**config.mk**
```make
export PLATFORM = sky130hd
export DESIGN_NAME = uart_alu_resp_tx
export DESIGN_NICKNAME = d
export VERILOG_FILES = /design/src/rtl/uart_alu_pkg.sv /design/src/rtl/uart_tx_byte.sv /design/src/rtl/uart_alu_resp_tx.sv
export SDC_FILE = /design/constraint.sdc
export NUM_CORES = 1
export LEC_CHECK = 0
export ABC_CLOCK_PERIOD_IN_PS = 2150
export BUFFER_PORTS_ARGS = -buffer_cell sky130_fd_sc_hd__buf_2
export CELL_PAD_IN_SITES_DETAIL_PLACEMENT = 0
export CELL_PAD_IN_SITES_GLOBAL_PLACEMENT = 1
export CORE_UTILIZATION = 44
export CTS_BUF_LIST = sky130_fd_sc_hd__clkbuf_8 sky130_fd_sc_hd__clkbuf_16
export CTS_CLUSTER_SIZE = 40
export DETAILED_ROUTE_END_ITERATION = 10
export HOLD_SLACK_MARGIN = 0.15
export PLACE_DENSITY_LB_ADDON = 0.1
export RECOVER_POWER = 100
export SLEW_MARGIN = 20
export SYNTH_ARGS = -nofsm -noshare
export SYNTH_HDL_FRONTEND = slang
export SYNTH_SLANG_ARGS = --single-unit
```
**constraint.sdc**
```tcl
create_clock -name clk -period 2.15 [get_ports clk]
set_input_delay 0.1075 -clock clk [delete_from_list [all_inputs] [get_ports clk]]
set_output_delay 0.1075 -clock clk [all_outputs]
set_load 0.005 [all_outputs]
```
**src/rtl/uart_alu_pkg.sv**
```systemverilog
`default_nettype none
// ============================================================================
// Module      : uart_alu_pkg
// Description : Shared definitions for the UART ALU serial blocks: UART frame
//               constants, serializer and packet FSM state encodings, and the
//               baud divider helper.
// Ports       : none (package)
// Revision    : 1.0 - initial release
// ============================================================================
package uart_alu_pkg;

   // UART frame shape (8N1)
   localparam int unsigned DATA_BITS = 8;
   localparam int unsigned STOP_BITS = 1;

   // Serializer FSM states
   localparam logic [1:0] TX_IDLE  = 2'd0;
   localparam logic [1:0] TX_START = 2'd1;
   localparam logic [1:0] TX_DATA  = 2'd2;
   localparam logic [1:0] TX_STOP  = 2'd3;

   // Packet FSM states
   localparam logic [1:0] PKT_IDLE = 2'd0;
   localparam logic [1:0] PKT_SEND = 2'd1;
   localparam logic [1:0] PKT_WAIT = 2'd2;

   // Clock cycles per bit, truncated.
   function automatic int unsigned calc_div(input int unsigned clk_freq_hz,
                                            input int unsigned baud_rate);
      return clk_freq_hz / baud_rate;
   endfunction

endpackage
`default_nettype wire

```
**src/rtl/uart_tx_byte.sv**
```systemverilog
`default_nettype none
// ============================================================================
// Module      : uart_tx_byte
// Description : Single-byte UART serializer (start bit, DATA_BITS data bits
//               LSB first, STOP_BITS stop bits). Every bit lasts DIV cycles.
//               The data byte is captured on the start pulse so the caller
//               may change data_i afterwards.
// Ports       : clk     - core clock, rising edge
//               rst     - synchronous active-high reset
//               start_i - one-cycle request, honoured only while idle
//               data_i  - byte to send, sampled with start_i
//               tx_o    - serial output, idle high, driven from a flop
//               done_o  - high during the last cycle of the final stop bit
//               busy_o  - a frame is in progress
// Revision    : 1.0 - initial release
// ============================================================================
module uart_tx_byte
   import uart_alu_pkg::*;
#(
   parameter int unsigned DIV = 217
) (
   input  logic                 clk,
   input  logic                 rst,
   input  logic                 start_i,
   input  logic [DATA_BITS-1:0] data_i,
   output logic                 tx_o,
   output logic                 done_o,
   output logic                 busy_o
);

   generate
      if (DIV < 2) begin : g_div_too_small
         $error("uart_tx_byte: DIV must be at least 2");
      end
   endgenerate

   localparam int unsigned      CNT_W     = (DIV < 2) ? 1 : $clog2(DIV);
   localparam logic [CNT_W-1:0] CNT_LAST  = CNT_W'(DIV - 1);
   localparam logic [2:0]       DATA_LAST = 3'(DATA_BITS - 1);
   localparam logic [2:0]       STOP_LAST = 3'(STOP_BITS - 1);

   logic [1:0]           state_q, state_d;
   logic [CNT_W-1:0]     baud_cnt_q, baud_cnt_d;
   logic [2:0]           bit_cnt_q, bit_cnt_d;
   logic [DATA_BITS-1:0] shift_q, shift_d;
   logic                 tx_q, tx_d;
   logic                 baud_last;

   assign baud_last = (baud_cnt_q == CNT_LAST);

   always_comb begin
      state_d    = state_q;
      baud_cnt_d = baud_cnt_q;
      bit_cnt_d  = bit_cnt_q;
      shift_d    = shift_q;
      tx_d       = tx_q;
      case (state_q)
         TX_IDLE: begin
            baud_cnt_d = '0;
            bit_cnt_d  = '0;
            tx_d       = 1'b1;
            if (start_i) begin
               state_d = TX_START;
               tx_d    = 1'b0;
               shift_d = data_i;
            end
         end
         TX_START: begin
            if (baud_last) begin
               baud_cnt_d = '0;
               bit_cnt_d  = '0;
               state_d    = TX_DATA;
               tx_d       = shift_q[0];
               shift_d    = {1'b0, shift_q[DATA_BITS-1:1]};
            end else begin
               baud_cnt_d = baud_cnt_q + 1'b1;
            end
         end
         TX_DATA: begin
            if (baud_last) begin
               baud_cnt_d = '0;
               if (bit_cnt_q == DATA_LAST) begin
                  bit_cnt_d = '0;
                  state_d   = TX_STOP;
                  tx_d      = 1'b1;
               end else begin
                  bit_cnt_d = bit_cnt_q + 1'b1;
                  tx_d      = shift_q[0];
                  shift_d   = {1'b0, shift_q[DATA_BITS-1:1]};
               end
            end else begin
               baud_cnt_d = baud_cnt_q + 1'b1;
            end
         end
         TX_STOP: begin
            // Line stays high; the bit counter now counts stop bits.
            if (baud_last) begin
               baud_cnt_d = '0;
               if (bit_cnt_q == STOP_LAST) begin
                  bit_cnt_d = '0;
                  state_d   = TX_IDLE;
               end else begin
                  bit_cnt_d = bit_cnt_q + 1'b1;
               end
            end else begin
               baud_cnt_d = baud_cnt_q + 1'b1;
            end
         end
         default: begin
            state_d = TX_IDLE;
            tx_d    = 1'b1;
         end
      endcase
   end

   always_ff @(posedge clk) begin
      if (rst) begin
         state_q    <= TX_IDLE;
         baud_cnt_q <= '0;
         bit_cnt_q  <= '0;
         shift_q    <= '0;
         tx_q       <= 1'b1;
      end else begin
         state_q    <= state_d;
         baud_cnt_q <= baud_cnt_d;
         bit_cnt_q  <= bit_cnt_d;
         shift_q    <= shift_d;
         tx_q       <= tx_d;
      end
   end

   assign tx_o   = tx_q;
   assign busy_o = (state_q != TX_IDLE);
   assign done_o = (state_q == TX_STOP) && baud_last && (bit_cnt_q == STOP_LAST);

endmodule
`default_nettype wire

```
**src/rtl/uart_alu_resp_tx.sv**
```systemverilog
`default_nettype none
// ============================================================================
// Module      : uart_alu_resp_tx
// Description : UART ALU response transmitter. Accepts a 32-bit result over a
//               valid/ready handshake and sends BYTES bytes, least-significant
//               first, as 8N1 frames separated by a fixed 2-cycle idle gap.
//               Build option UART_RESP_CHECKSUM_EN appends one byte holding
//               the XOR of all result bytes sent.
// Ports       : clk      - core clock, rising edge
//               rst      - synchronous active-high reset
//               result_i - ALU result, sampled on handshake
//               valid_i  - result_i is valid
//               ready_o  - block can accept a result
//               busy_o   - a response is in flight
//               tx_o     - UART serial output, idle high
// Revision    : 1.0 - initial release
// ============================================================================
module uart_alu_resp_tx
   import uart_alu_pkg::*;
#(
   parameter int unsigned CLK_FREQ_HZ = 25000000,
   parameter int unsigned BAUD_RATE   = 115200,
   parameter int unsigned BYTES       = 4
) (
   input  logic        clk,
   input  logic        rst,
   input  logic [31:0] result_i,
   input  logic        valid_i,
   output logic        ready_o,
   output logic        busy_o,
   output logic        tx_o
);

   localparam int unsigned DIV = calc_div(CLK_FREQ_HZ, BAUD_RATE);

   generate
      if (BYTES < 1 || BYTES > 4) begin : g_bytes_out_of_range
         $error("uart_alu_resp_tx: BYTES must be in 1..4");
      end
   endgenerate

`ifdef UART_RESP_CHECKSUM_EN
   // The checksum byte occupies index BYTES, after the result bytes.
   localparam logic [2:0] LAST_IDX = 3'(BYTES);
`else
   localparam logic [2:0] LAST_IDX = 3'(BYTES - 1);
`endif

   logic [1:0]  state_q, state_d;
   logic [2:0]  byte_idx_q, byte_idx_d;
   logic [31:0] shreg_q, shreg_d;
   logic        start_q, start_d;
   logic [7:0]  tx_data_q, tx_data_d;
`ifdef UART_RESP_CHECKSUM_EN
   logic [7:0]  csum_q, csum_d;
`endif
   logic        ser_done;
   logic        ser_busy;

   // The start pulse to the serializer is registered; together with the
   // serializer's own output flop this gives the fixed 2-cycle lead-in
   // before each start bit.
   always_comb begin
      state_d    = state_q;
      byte_idx_d = byte_idx_q;
      shreg_d    = shreg_q;
      start_d    = 1'b0;
      tx_data_d  = tx_data_q;
`ifdef UART_RESP_CHECKSUM_EN
      csum_d     = csum_q;
`endif
      case (state_q)
         PKT_IDLE: begin
            if (valid_i && ready_o) begin
               shreg_d    = result_i;
               byte_idx_d = '0;
               state_d    = PKT_SEND;
`ifdef UART_RESP_CHECKSUM_EN
               csum_d     = '0;
`endif
            end
         end
         PKT_SEND: begin
            start_d   = 1'b1;
            tx_data_d = shreg_q[7:0];
`ifdef UART_RESP_CHECKSUM_EN
            if (byte_idx_q == LAST_IDX) begin
               tx_data_d = csum_q;
            end else begin
               csum_d = csum_q ^ shreg_q[7:0];
            end
`endif
            state_d = PKT_WAIT;
         end
         PKT_WAIT: begin
            if (ser_done) begin
               shreg_d = {8'h00, shreg_q[31:8]};
               if (byte_idx_q == LAST_IDX) begin
                  state_d = PKT_IDLE;
               end else begin
                  byte_idx_d = byte_idx_q + 1'b1;
                  state_d    = PKT_SEND;
               end
            end
         end
         default: begin
            state_d = PKT_IDLE;
         end
      endcase
   end

   always_ff @(posedge clk) begin
      if (rst) begin
         state_q    <= PKT_IDLE;
         byte_idx_q <= '0;
         shreg_q    <= '0;
         start_q    <= 1'b0;
         tx_data_q  <= '0;
`ifdef UART_RESP_CHECKSUM_EN
         csum_q     <= '0;
`endif
      end else begin
         state_q    <= state_d;
         byte_idx_q <= byte_idx_d;
         shreg_q    <= shreg_d;
         start_q    <= start_d;
         tx_data_q  <= tx_data_d;
`ifdef UART_RESP_CHECKSUM_EN
         csum_q     <= csum_d;
`endif
      end
   end

   uart_tx_byte #(
      .DIV (DIV)
   ) u_tx_byte (
      .clk     (clk),
      .rst     (rst),
      .start_i (start_q),
      .data_i  (tx_data_q),
      .tx_o    (tx_o),
      .done_o  (ser_done),
      .busy_o  (ser_busy)
   );

   // The serializer is always idle when the packet FSM is idle; including
   // it keeps the handshake safe should that ever stop holding.
   assign ready_o = (state_q == PKT_IDLE) && !ser_busy;
   assign busy_o  = !ready_o;

endmodule
`default_nettype wire

```
==> flow_summary_export.csv, run 1 <==
group,metric,value,unit
outcome,run_status,"complete, no violations",
timing,rsz0062_at_grt,"false",
worst_hold_path,hp-class,"in -> reg",
power_and_ir_drop,p_per_area,1020,nW/µm²
worst_setup_path,end_kind,"flip-flop",
synthesis,synth_seq_cells,68,
worst_setup_path,cp.arrival,2.29,ns
floorplan,io_pins,38,
cts,root_buffer,"clkbuf_8",
worst_hold_path,min_path_cells,3,
synthesis,async_flop_share,0,%
timing,finalCritPeriodShare,95.3,%
synthesis,synth_flop_cell,"dfxtp_1",
worst_setup_path,worstPathBufferInverterCount,1,
cts,clock_latency,0.34,ns
worst_setup_path,crit_fanout,5,
placement,place_congestion,0.753,
synthesis,synth_most_common_cell,"dfxtp_1",
power_and_ir_drop,leakage,1.68,nW
placement,hpwl,4.32,mm
layout,antenna_cells,0,
floorplan,die_w,86.5,µm
synthesis,ys_seq_area_share,43.4,%
synthesis,synth_top_area_cell,"dfxtp_1",
cts,cts_sinks,68,
synthesis,syn_nets,377,
synthesis,postSynthCellCount,329,
worst_setup_path,crit_type,"reg -> reg",
floorplan,fp-row-count,30,
timing,fin_skew,0.00853,ns
cts,cts-buffers-inserted,9,
detailed_routing,drtIter0Drc,148,
grt,antenna_found_initial,0,
worst_setup_path,regToRegEndpoint,"u_tx_byte.state_q[0]",
grt,grt_max_degree,28,
timing,period_needed,2.05,ns
synthesis,synth.avg_cell_area,9.54,µm²
layout,fillers,626,
timing,setup_viol_count_final,0,
cts,path_clk_slew,0.08,ns
worst_setup_path,critPathRequiredTime,2.39,ns
detailed_routing,wl_per_cell,13.6,µm
detailed_routing,vias,2523,
worst_setup_path,worstRegToRegCells,6,
detailed_routing,antenna_left,0,
worst_setup_path,rr_startpoint,"u_tx_byte.state_q[0]",
worst_setup_path,crit_family,"simple AND/OR/NAND/NOR gates",
worst_setup_path,path_cells,"inv_1 -> ha_1 -> nor2b_1 -> a21oi_1 -> or4b_2 -> o221a_2",
timing,hold_ws,0.182,ns
synthesis,synth_edf_count,0,
layout,seqCellArea,1360,µm²
worst_hold_path,min_to,"shreg_q[13]",
floorplan,die-area,7480,µm²
placement,numPortBuffers,37,
detailed_routing,wl,6.77,mm
cts,tritoncts,"yes",
timing,fmax,488,MHz
synthesis,ys_top_cells_by_count,"dfxtp_1, mux2i_1, nor3_1",
power_and_ir_drop,irDropWorstVdd,570,µV
worst_setup_path,start_kind,"flip-flop",
synthesis,yosysUniqueCellTypes,40,
timing,relSlewSlack,41.1,%
layout,drive_above_1_share,18.9,%
timing,finalMaxSlewViolations,0,
cts,clk_path_buf_depth,2,
detailed_routing,via_per_inst,5.07,
detailed_routing,drc,0,
synthesis,synth_top_cell_area_share,43.4,%
cts,htreeDepth,3,
layout,final_util,57.7,%
worst_setup_path,slowest_stage,"or4b_2",
floorplan,core-area,6830,µm²
grt,track_usage,19.8,%
grt,grt_pass1_vias,2370,
layout,syn_to_final_growth,25.6,%
synthesis,syn_area,3140,µm²
timing,setup_tns,0,ns
floorplan,die_h,86.5,µm
grt,grt_overflow,0,
cts,postCtsSetupRepairBufs,0,
detailed_routing,first_pass_iters,4,
synthesis,yosysWarningCount,0,
layout,multi_input_area,1630,µm²
timing,worst_pin_slew,0.875,ns
worst_hold_path,hold_start,"result_i[13]",
grt,grt_pass1_wl,11.4,mm
worst_setup_path,max_stage_delay,0.61,ns
layout,fin_nets,445,
synthesis,synthTopCellsByArea,"dfxtp_1, mux2i_1, a211oi_1",
worst_setup_path,r2r_slack,0.10,ns
floorplan,start_util,46.0,%
run,cap_viol_max_count,0,
timing,finalHoldViolCount,0,
## report_power, final
part	internal (mW)	switching (mW)	total, mW
Sequential	1.52	0.144	1.67
Clock	0.541	0.511	1.05
Combinational	0.606	0.707	1.31
## routing by layer
metal  share of wire (%)  vias up  track usage [%]
met5                   0        -                0
li1                    -     1336                -
met2                  45       37             29.7
met1                  51     1142             27.4
met3                 2.6        8             3.62
met4                 1.8        0             9.55
## tightest hold or removal path: stages
cell and delay, ns:
buf_2 0.11, mux2i_1 0.16, a211oi_1 0.09
## metrics by stage
step	worst slack (ns)	instances	total power, mW	cell area [µm²]
after floorplan	0.177	329	2.64	3140
after global placement	0.0948	451	2.96	3440
after detailed placement	0.0404	451	2.98	3440
after CTS	0.0168	498	4.09	3950
after global routing	0.0111	498	4.30	3940
final	0.102	498	4.03	3940
## flip-flops by register name, indices dropped and copies added (netlist names), 2 cells and up
signal and cells:
shreg_q 32, tx_data_q 8, u_tx_byte.baud_cnt_q 8, u_tx_byte.shift_q 8, byte_idx_q 3, u_tx_byte.bit_cnt_q 3, state_q 2, u_tx_byte.state_q 2
## area by class of cell
class	instances	area share, %
Multi-Input combinational cell	226	41.3
Sequential cell	68	34.6
Timing Repair Buffer	81	15.0
Clock buffer	9	3.14
Tap cell	96	3.05
Clock inverter	7	1.90
Inverter	11	1.05
## cell families after synthesis
logic type	synth area share [%]
and+or+nand+nor	17.6
AOI/OAI and AO/OA	17.2
DFF	43.4
buffers and inverters	5.02
muxes	10.5
adders and majority gates	5.18
xor gates and xnor gates	1.12
## repair_timing
action                                  4_1_cts  5_1_grt
hold buffers                                 31        0
resized for setup                             0        4
endpoints found under the setup margin        0       14
hold endpoints to repair                     33        0
## worst max-delay path by stage
stage	from	endpoint	depth (start not counted)
6_report	u_tx_byte.state_q[0]	u_tx_byte.state_q[0]	6
5_1_grt	u_tx_byte.state_q[0]	u_tx_byte.state_q[0]	6
4_1_cts	u_tx_byte.state_q[0]	shreg_q[31]	6
3_5_place_dp	u_tx_byte.state_q[0]	shreg_q[31]	6
3_3_place_gp	u_tx_byte.state_q[0]	u_tx_byte.state_q[0]	6
2_1_floorplan	u_tx_byte.state_q[0]	u_tx_byte.state_q[0]	6
## layout by cell type (no fill, tap or decap), types with 7 or more instances in the layout
cell / count
dfxtp_1: 66
buf_2: 36
mux2i_1: 33
dlygate4sd3_1: 31
nor3_1: 26
nand2_1: 26
a211oi_1: 24
a21oi_1: 23
ha_1: 13
inv_1: 11
nor2_1: 11
clkbuf_8: 9
a22o_1: 8
buf_4: 8
a311oi_1: 7
Note: power is estimated with default switching activity, not from simulation.
==> inputs of run 2 (changes only) <==
ABC_CLOCK_PERIOD_IN_PS = default   (was 2150)
CTS_CLUSTER_DIAMETER = 100   (was default)
clock period = 1.9 ns   (was 2.15 ns; I/O delays follow)
==> flow_summary_export.csv, run 2 (same netlist as run 1, synthesis figures left out) <==
group,metric,value,unit
timing,relSlewSlack,50.2,%
layout,final_common_cell,"dfxtp_1",
detailed_routing,wl,6.93,mm
floorplan,die_h,86.5,µm
cts,tritoncts,"yes",
timing,fmax,545,MHz
grt,grt_pass1_vias,2503,
timing,setup_viol_count_final,0,
worst_setup_path,cp.arrival,2.12,ns
cts,root_buffer,"clkbuf_8",
floorplan,die_w,86.5,µm
timing,rsz0062_at_grt,"false",
worst_setup_path,critPathRequiredTime,2.18,ns
layout,antenna_cells,0,
timing,setup_tns,0,ns
grt,track_usage,19.8,%
timing,finalWorstSetupSlack,0.0650,ns
cts,path_clk_slew,0.07,ns
placement,numPortBuffers,37,
power_and_ir_drop,p_per_area,1160,nW/µm²
grt,grt_overflow,0,
placement,dpl_cell_area,3550,µm²
detailed_routing,first_pass_iters,4,
layout,syn_to_final_growth,31.4,%
timing,hold_ws,0.152,ns
detailed_routing,via_per_inst,5.13,
detailed_routing,drtIter0Drc,95,
placement,hpwl,4.64,mm
worst_hold_path,hp-class,"in -> reg",
worst_setup_path,worstPathBufferInverterCount,1,
placement,pre_cts_ws,-0.152,ns
power_and_ir_drop,irDropWorstVdd,549,µV
worst_setup_path,start_kind,"flip-flop",
power_and_ir_drop,leakage,1.77,nW
timing,fin_skew,0.00762,ns
worst_setup_path,max_stage_delay,0.46,ns
layout,top_register,"shreg_q",
timing,finalHoldViolCount,0,
cts,cts_sinks,68,
layout,drive_above_1_share,25.4,%
timing,finalCritPeriodShare,96.6,%
floorplan,start_util,46.0,%
floorplan,fp-row-count,30,
layout,largest_reg_flops,32,
worst_setup_path,crit_type,"reg -> reg",
floorplan,die-area,7480,µm²
layout,fin_cells,510,
cts,clk_path_buf_depth,2,
cts,clock_latency,0.35,ns
worst_setup_path,end_kind,"flip-flop",
worst_setup_path,slowest_stage,"or3b_2",
cts,htreeDepth,3,
layout,fillers,632,
placement,dp.cells,463,
timing,worst_pin_slew,0.747,ns
grt,grt_pass1_wl,11.5,mm
cts,cts-buffers-inserted,9,
grt,antenna_found_initial,0,
worst_setup_path,path_cells,"buf_4 -> ha_2 -> or3_1 -> o21a_4 -> or3b_2 -> a21oi_1",
layout,final_area,4130,µm²
placement,place_congestion,0.813,
floorplan,core-area,6830,µm²
outcome,run_status,"complete, no violations",
worst_setup_path,crit_family,"simple AND/OR/NAND/NOR gates",
floorplan,io_pins,38,
detailed_routing,vias,2617,
power_and_ir_drop,p_total,4.79,mW
layout,final_util,60.4,%
grt,grt_max_degree,33,
detailed_routing,drc,0,
detailed_routing,antenna_left,0,
timing,finalMaxSlewViolations,0,
layout,fin_nets,457,
worst_setup_path,crit_fanout,7,
layout,final_cell_mix,"dfxtp_1, buf_2, mux2i_1, dlygate4sd3_1",
timing,period_needed,1.83,ns
cts,postCtsSetupRepairBufs,0,
run,cap_viol_max_count,0,
detailed_routing,wl_per_cell,13.6,µm
-- run 2: cell count changes in the layout (fill, tap and decap cells not counted), moves of 3 or more --
cell,before,now
buf_4,8,17
ha_2,0,3
ha_1,13,10
clkinv_4,3,0
a211oi_1,24,15
a211oi_2,0,9
-- run 2: worst paths after layout --
path	start	to	slack, ns	cells past startpoint
worst max-delay path	u_tx_byte.state_q[1]	u_tx_byte.bit_cnt_q[1]	0.07	6
worst min-delay path	result_i[11]	shreg_q[11]	0.15	3
worst max register to register	u_tx_byte.state_q[1]	u_tx_byte.bit_cnt_q[1]	0.07	6
worst min register to register	shreg_q[2]	tx_data_q[2]	0.45	2
-- run 2: where the power goes --
group	switching (mW)	total (mW)	internal [mW]
combinational	0.876	1.73	0.859
clock	0.572	1.17	0.601
sequential	0.158	1.88	1.72
total	1.61	4.79	3.18
-- run 2: worst reg2reg max path: stages (launching register included) --
cell	delay (ns)
dfxtp_1	0.31
buf_4	0.15
ha_2	0.19
or3_1	0.38
o21a_4	0.15
or3b_2	0.46
a21oi_1	0.14
-- run 2: repair_timing --
action,CTS,global route
endpoints found under the setup margin,11,37
hold buffers,31,0
pin swaps,0,1
gates resized for setup,6,18
endpoints found under the hold margin,33,0
-- run 2: cell type report --
class / instances / area [µm²] / area share [%]
multi-input combinational: 226 / 1710 / 41.5
timing repair buffer: 93 / 696 / 16.9
clock buffer: 9 / 124 / 3.00
tap: 96 / 120 / 2.91
sequential: 68 / 1370 / 33.1
inverter: 11 / 41.3 / 1.00
clock inverter: 7 / 67.6 / 1.64
-- run 2: routing by layer --
layer,global-route usage (%),wire length [µm],up-vias
met5,0,0,-
met4,9.55,123,0
met3,3.33,176,11
met2,32.3,3220,33
met1,25.5,3420,1213
li1,-,-,1360
